`src/rtl/vga_timing_gen.sv`:
```
// 640x480@60 raster timing source: DrawX/DrawY position, display enable, active-low syncs.
// Optional animation divider (anim_tick/anim_frame) is built only when VGA_ANIM_TICK_EN is defined.
module vga_timing_gen #(
  parameter int unsigned H_VISIBLE   = 640,
  parameter int unsigned H_FP        = 16,
  parameter int unsigned H_SYNC      = 96,
  parameter int unsigned H_BP        = 48,
  parameter int unsigned V_VISIBLE   = 480,
  parameter int unsigned V_FP        = 10,
  parameter int unsigned V_SYNC      = 2,
  parameter int unsigned V_BP        = 33,
  parameter int unsigned ANIM_DIV    = 6,
  parameter int unsigned ANIM_FRAMES = 4,
  localparam int unsigned CW         = 10,
  localparam int unsigned AW         = 3
) (
  input  logic          vga_clk,
  input  logic          reset,
  output logic [CW-1:0] DrawX,
  output logic [CW-1:0] DrawY,
  output logic          blank,
  output logic          hs,
  output logic          vs,
  output logic          frame_start,
  output logic          anim_tick,
  output logic [AW-1:0] anim_frame
);

  localparam int unsigned H_TOTAL = H_VISIBLE + H_FP + H_SYNC + H_BP;
  localparam int unsigned V_TOTAL = V_VISIBLE + V_FP + V_SYNC + V_BP;

  localparam logic [CW-1:0] H_LAST     = CW'(H_TOTAL - 1);
  localparam logic [CW-1:0] V_LAST     = CW'(V_TOTAL - 1);
  localparam logic [CW-1:0] H_VIS      = CW'(H_VISIBLE);
  localparam logic [CW-1:0] V_VIS      = CW'(V_VISIBLE);
  localparam logic [CW-1:0] H_SYNC_BEG = CW'(H_VISIBLE + H_FP);
  localparam logic [CW-1:0] H_SYNC_END = CW'(H_VISIBLE + H_FP + H_SYNC);
  localparam logic [CW-1:0] V_SYNC_BEG = CW'(V_VISIBLE + V_FP);
  localparam logic [CW-1:0] V_SYNC_END = CW'(V_VISIBLE + V_FP + V_SYNC);

  logic [CW-1:0] next_x;
  logic [CW-1:0] next_y;
  logic          line_end;
  logic          next_blank;
  logic          next_hs;
  logic          next_vs;
  logic          next_frame_start;

  // Next raster position and the flags that will describe it once registered.
  always_comb begin
    line_end = (DrawX == H_LAST);
    next_x   = DrawX + CW'(1);
    next_y   = DrawY;
    if (line_end) begin
      next_x = '0;
      next_y = (DrawY == V_LAST) ? '0 : DrawY + CW'(1);
    end
    next_blank       = (next_x < H_VIS) && (next_y < V_VIS);
    next_hs          = !((next_x >= H_SYNC_BEG) && (next_x < H_SYNC_END));
    next_vs          = !((next_y >= V_SYNC_BEG) && (next_y < V_SYNC_END));
    next_frame_start = (next_x == '0) && (next_y == '0);
  end

  // Reset parks on the last pixel so the first edge after release lands on (0,0).
  always_ff @(posedge vga_clk or posedge reset) begin
    if (reset) begin
      DrawX       <= H_LAST;
      DrawY       <= V_LAST;
      blank       <= 1'b0;
      hs          <= 1'b1;
      vs          <= 1'b1;
      frame_start <= 1'b0;
    end else begin
      DrawX       <= next_x;
      DrawY       <= next_y;
      blank       <= next_blank;
      hs          <= next_hs;
      vs          <= next_vs;
      frame_start <= next_frame_start;
    end
  end

`ifdef VGA_ANIM_TICK_EN
  localparam logic [AW-1:0] DIV_LAST   = AW'(ANIM_DIV - 1);
  localparam logic [AW-1:0] FRAME_LAST = AW'(ANIM_FRAMES - 1);

  logic [AW-1:0] div_q;

  // Count frame_start pulses; the tick lands one cycle after the qualifying frame_start.
  always_ff @(posedge vga_clk or posedge reset) begin
    if (reset) begin
      div_q      <= '0;
      anim_tick  <= 1'b0;
      anim_frame <= '0;
    end else begin
      anim_tick <= 1'b0;
      if (frame_start) begin
        if (div_q == DIV_LAST) begin
          div_q      <= '0;
          anim_tick  <= 1'b1;
          anim_frame <= (anim_frame == FRAME_LAST) ? '0 : anim_frame + AW'(1);
        end else begin
          div_q <= div_q + AW'(1);
        end
      end
    end
  end
`else
  // Divider absent: animation outputs are constant zero whatever the divider settings.
  localparam logic [AW-1:0] ANIM_TIE = AW'((ANIM_DIV + ANIM_FRAMES) * 0);

  assign anim_tick  = 1'b0;
  assign anim_frame = ANIM_TIE;
`endif

endmodule
```
`config.mk`:
```
export PLATFORM = sky130hd
export DESIGN_NAME = vga_timing_gen
export DESIGN_NICKNAME = d
export VERILOG_FILES = /design/src/rtl/vga_timing_gen.sv
export SDC_FILE = /design/constraint.sdc
export NUM_CORES = 1
export LEC_CHECK = 0
export ABC_CLOCK_PERIOD_IN_PS = 3540
export BUFFER_PORTS_ARGS = -buffer_cell sky130_fd_sc_hd__buf_2
export CORE_MARGIN = 2
export CORE_UTILIZATION = 42
export DETAILED_ROUTE_END_ITERATION = 8
export SLEW_MARGIN = 30
export SYNTH_ARGS = -nofsm -noshare
export SYNTH_HDL_FRONTEND = slang
export SYNTH_SLANG_ARGS = --single-unit
```
`constraint.sdc`:
```
create_clock -name vga_clk -period 3.54 [get_ports vga_clk]
set_input_delay 0.531 -clock vga_clk [delete_from_list [all_inputs] [get_ports vga_clk]]
set_output_delay 0.531 -clock vga_clk [all_outputs]
set_load 0.05 [all_outputs]
```
# Word-level counts from Yosys, hierarchy flattened
# Cells that the tools add are included.
word_totals:
  in_bits: 2
  output_inout_bits: 28
  elab_cells: 27
  register_bits: 24
classes:
  add_sub_neg: 2
  n_reduce_logical: 8
  mux: 3
  magnitude_cmp: 6
  eq_ne: 2
op_table:
  columns: ["op", "count"]
  rows:
  - ["$mux 10", 3]
  - ["$add 10x1->10 const B", 2]
  - ["$eq 10x10->1 const B", 2]
  - ["$logic_not 10->1", 2]
  - ["$lt 10x10->1 const B", 2]
  - ["$lt 10x9->1 const B", 2]
  - ["$ge 10x10->1 const B", 1]
  - ["$ge 10x9->1 const B", 1]
  - ["$logic_and 1x1->1", 4]
  - ["$logic_not 1->1", 2]

# Depth between registers and ports, before layout
depth:
  word_depth: 6
  ltp_mapped: 9
  ltp_nobuf: 8

# Worst setup path after synthesis
# Ideal clock, no wire load.
synth_path:
  kind: "register -> register"
  start: "reg DrawY[0]"
  end: "reg frame_start"
  stages_incl_launch_ff: 10
  t_arrival_ns: 2.887
  setup_time_ns: 0.096
  t_required_ns: 3.444
  synth_period_minus_slack_ns: 2.982
  path_buffers: 1
  slack_ns: 0.558
  cell_sequence: "dfrtp_1 -> inv_1 -> ha_1 -> or4b_1 -> or4_1 -> buf_2 -> a21oi_1 -> mux2i_1 -> or4_1 -> nor4_2"
synth_via:
  elab_chain_cells: 5
  elab_cells_between_ends: 6
  classes_between: "add/sub: 1; eq/ne: 1; mux: 2; reduce/logical: 2"
synth_lines:
  columns: ["element", "line", "rtl"]
  rows:
  - ["from (decl)", "20", "output logic [CW-1:0] DrawY,"]
  - ["from (signal assigned)", "75", "DrawY <= next_y;"]
  - ["$add 10x1->10 / $eq 10x10->1 (equally long branches)", "56", "next_y = (DrawY == V_LAST) ? '0 : DrawY + CW'(1);"]
  - ["$mux 10 *", "56", null]
  - ["$mux 10 *", "54", "if (line_end) begin"]
  - ["via next_y[2]", "42", "logic [CW-1:0] next_y;"]
  - ["$logic_not 10->1 *", "61", "next_frame_start = (next_x == '0) && (next_y == '0);"]
  - ["$logic_and 1x1->1 *", "61", null]
  - ["via next_frame_start", "47", "logic next_frame_start;"]
  - ["to (signal assigned)", "79", "frame_start <= next_frame_start;"]
  - ["to (decl)", "24", "output logic frame_start,"]
# The timed path passes the listed nets; every way through them passes the cells marked *.

# Worst setup path after layout
layout_path:
  start: "reg DrawX[0]"
  end: "reg vs"
layout_via:
  elab_chain_cells: 5
  elab_cells_between_ends: 6
  classes_between: "order compare: 2; eq/ne: 1; mux: 1; reduce/logical: 2"
layout_lines:
  columns: ["element", "line", "rtl"]
  rows:
  - ["from (decl)", "19", "output logic [CW-1:0] DrawX,"]
  - ["from (signal assigned)", "74", "DrawX <= next_x;"]
  - ["$eq 10x10->1 *", "51", "line_end = (DrawX == H_LAST);"]
  - ["$mux 10 *", "54", null]
  - ["$ge 10x9->1 / $lt 10x9->1 (equally long branches)", "60", "next_vs = !((next_y >= V_SYNC_BEG) && (next_y < V_SYNC_END));"]
  - ["$logic_and 1x1->1 *", "60", null]
  - ["$logic_not 1->1 *", "60", null]
  - ["via next_vs", "46", "logic next_vs;"]
  - ["to (signal assigned)", "78", "vs <= next_vs;"]
  - ["to (decl)", "23", "output logic vs,"]
# Marked as above.

==> summary.txt <==
Status
  • Run status: finished clean

Worst setup path
  • End of the worst register-to-register path: vs
  • Crit-path slowest cell: dfstp_2
  • Kind of end point of the critical path: register
  • Element type at the critical path start: register
  • Depth of the most critical reg-to-reg path: 6
  • Reg2Reg Setup Slack: 0.45 ns
  • Endpoint required time on the critical path: 3.78 ns
  • Data arrival time of the critical path: 3.34 ns
  • Worst reg2reg path startpoint: DrawX[0]
  • Critical path type: register to register
  • List of cells traversed by the critical path: ha_1, and4_1, nand4_1, or3_1, a2111oi_0, or4b_1
  • Worst-path fanout max: 7
  • Highest cell delay on the worst timing path: 0.61 ns

Clocking
  • Total CTS buffers: 3
  • CTS root buffer: clkbuf_4
  • Clock slew at reported path FFs: 0.14 ns
  • H-tree levels: 1
  • Hold Buf Count CTS: 0
  • Clock sinks: 24
  • Clk buf depth: 2
  • Clock tree from TritonCTS: done
  • Clock insertion delay at the later pin of the skew report: 0.32 ns
  • Postcts setup bufs: 0
  • Number of gates given a new drive strength after cts: 0

Synth
  • Count of cell types in the netlist: 46
  • Per-instance average area after synthesis: 9.49 µm²
  • Synth Register Bits: 24
  • Most frequent cells after synthesis: inv_1 (15), dfrtp_1 (12), dfstp_2 (12), nand2_1 (12)
  • Cell type with the largest total area after synthesis: dfstp_2
  • Number of enable-type register cells in the synthesized netlist: 0
  • FFs w/ async S/R, synth: 100%
  • Area share of the largest cell type after synthesis: 21.6%
  • Synthesized instance count: 154
  • Most instantiated library cell after synthesis: inv_1
  • Top cells by area, synth: dfstp_2 (22%), dfrtp_1 (21%), xnor2_1 (4.2%)
  • Synth Flop Type: dfstp_2
  • Synthesis warning total: 0
  • Summed instance area of the synthesized netlist: 1460 µm²
  • Sequential area share after synthesis: 42.1%

Global route
  • Antenna violations before repair: 0
  • Overall routing resource usage: 17.3%
  • Vias in the first global route: 1093
  • First-pass GRT wire length: 5330 µm
  • Pin count of the biggest net entering global routing: 25
  • Overall overflow remaining after global route: 0

Pwr
  • Leak pwr: 0.734 nW
  • Power density cells: 299 nW/µm²
  • Worst supply voltage drop on vdd: 0.298 mV

STA
  • Final setup skew: 0.00760 ns
  • RSZ-0062 raised after global routing: no
  • Timing-limited maximum frequency: 324 MHz
  • Least-Margin Pin Slew: 0.810 ns
  • Hold Worst Slack: 0.240 ns
  • Final Setup Violations: 0
  • Fin. Hold Viols: 0
  • Ratio of final minimum period to clock period: 87.3%
  • Total count of max-transition violations in the final report: 0
  • Final critical path time including I/O delays and setup: 3.09 ns
  • Max-slew headroom at the worst pin: 45.7%
  • Slack of the critical path: 0.449 ns
  • Total negative slack: 0 ns

Cells and area
  • Net total in the final layout: 183
  • Post-route cell area: 1640 µm²
  • Inserted Diodes: 0
  • Number of standard cells in the layout, taps in and fillers out: 223
  • Area growth from synthesis to layout: 12.1%
  • Proportion of layout cells with a drive suffix above 1: 29.4%

Die
  • Die boundary height: 63.0 µm
  • Count of standard-cell rows: 21
  • Core region area: 3340 µm²
  • Effective utilization at floorplan: 43.8%
  • I/O pin total: 30
  • Die area: 3970 µm²
  • Die Width: 63.0 µm

Worst hold path
  • Type of the worst min-delay path: primary input to asynchronous set/reset pin

Drt
  • 1st-iter DRT viols: 29
  • Per-cell via count in the routed design: 5.49
  • Number of remaining DRC errors: 0
  • First-pass iteration count of the detailed router: 4
  • DRT Wirelength: 3190 µm
  • Wire length per cell after detailed routing: 14.3 µm
  • Antenna Violating Nets Remaining: 0
  • Vias: 1224

Placed design
  • HPWL after detailed placement: 2450 µm
  • Total placed instance area: 1590 µm²
  • Final RePlAce weighted congestion: 0.866
  • Worst-case setup slack after placement: 0.483 ns
  • DP Cell Count: 219
  • IO buf count: 25

Run
  • Max-cap check violation count: 0
==> final cells by class <==
| cell class | count | area [µm²] |
|---|---|---|
| tap | 46 | 57.6 |
| multi-input combinational | 108 | 723 |
| fill | 332 | 1700 |
| clock buffer | 3 | 22.5 |
| inverter | 15 | 56.3 |
| clock inverter | 1 | 30.0 |
| sequential | 24 | 616 |
| timing repair buffer | 26 | 133 |
==> worst max path at each step <==
stage | start | to | slack (ns) | depth (start not counted)
final | DrawX[0] | vs | 0.45 | 6
after CTS | DrawX[0] | vs | 0.46 | 6
after global placement | DrawX[0] | vs | 0.47 | 6
after detailed placement | DrawX[0] | vs | 0.48 | 6
after global routing | DrawX[0] | vs | 0.21 | 7
after floorplan | DrawY[0] | frame_start | 0.56 | 9
==> critical path: cells and delay by family (launching register included) <==
family	cells	cell delay [ns]
AO/OA/AOI/OAI	1	0.59
adder cells (fa/ha/maj)	1	0.26
flip-flops	1	0.61
AND/OR/NAND/NOR	4	1.54
==> placed cells by master, fill, tap and decap left out, drive strengths merged, types with 3 or more instances in the layout <==
cell type	synthesis	final
nor4	5	5
or4	3	3
dfrtp	12	12
ha	3	3
nor3	3	3
a21oi	4	4
nand3	9	9
o21ai	10	10
nand2	12	12
conb	1	4
dfstp	12	12
buf	9	26
nand4	6	6
clkbuf	1	3
inv	15	14
xor2	5	5
mux2i	4	4
or3	3	3
nor2	7	7
xnor2	7	7
==> report_power, final <==
| part | internal [mW] | switching [mW] |
|---|---|---|
| clock | 0.115 | 0.0852 |
| sequential | 0.275 | 0 |
| combinational | 0.000475 | 0.0142 |
| total | 0.390 | 0.0994 |
==> logic make-up (layout without fill, tap and decap cells) <==
group / Yosys count / in the layout / synth area share (%)
AO/OA/AOI/OAI: 23 / 23 / 9.59
XOR/XNOR: 12 / 12 / 7.19
adder cells (fa/ha/maj): 3 / 3 / 2.57
buffers and inverters: 25 / 45 / 9.16
flip-flops: 24 / 24 / 42.1
multiplexers: 4 / 4 / 2.74
other: 1 / 4 / 0.257
AND/OR/NAND/NOR: 62 / 62 / 26.4
==> stage by stage <==
stage / power, mW / utilization, %
3_5_place_dp: 0.295 / 47.5
3_3_place_gp: 0.294 / 47.5
5_1_grt: 0.511 / 49.1
2_1_floorplan: 0.296 / -
4_1_cts: 0.496 / 49.1
6_report: 0.489 / 49.1
==> sequential cells by signal, indices dropped and copies added (netlist names) <==
signal	flops
frame_start	1
DrawX	10
blank	1
vs	1
DrawY	10
hs	1
==> layer usage <==
metal	track usage (%)	vias to the layer above	part of all wire, %	routed length, µm
li1	-	585	-	-
met3	3.78	6	3.7	117
met4	6.94	0	2.0	63
met1	22.9	601	46	1480
met5	0	-	0	0
met2	27.4	32	48	1530
(Power assumes the default switching activity.)
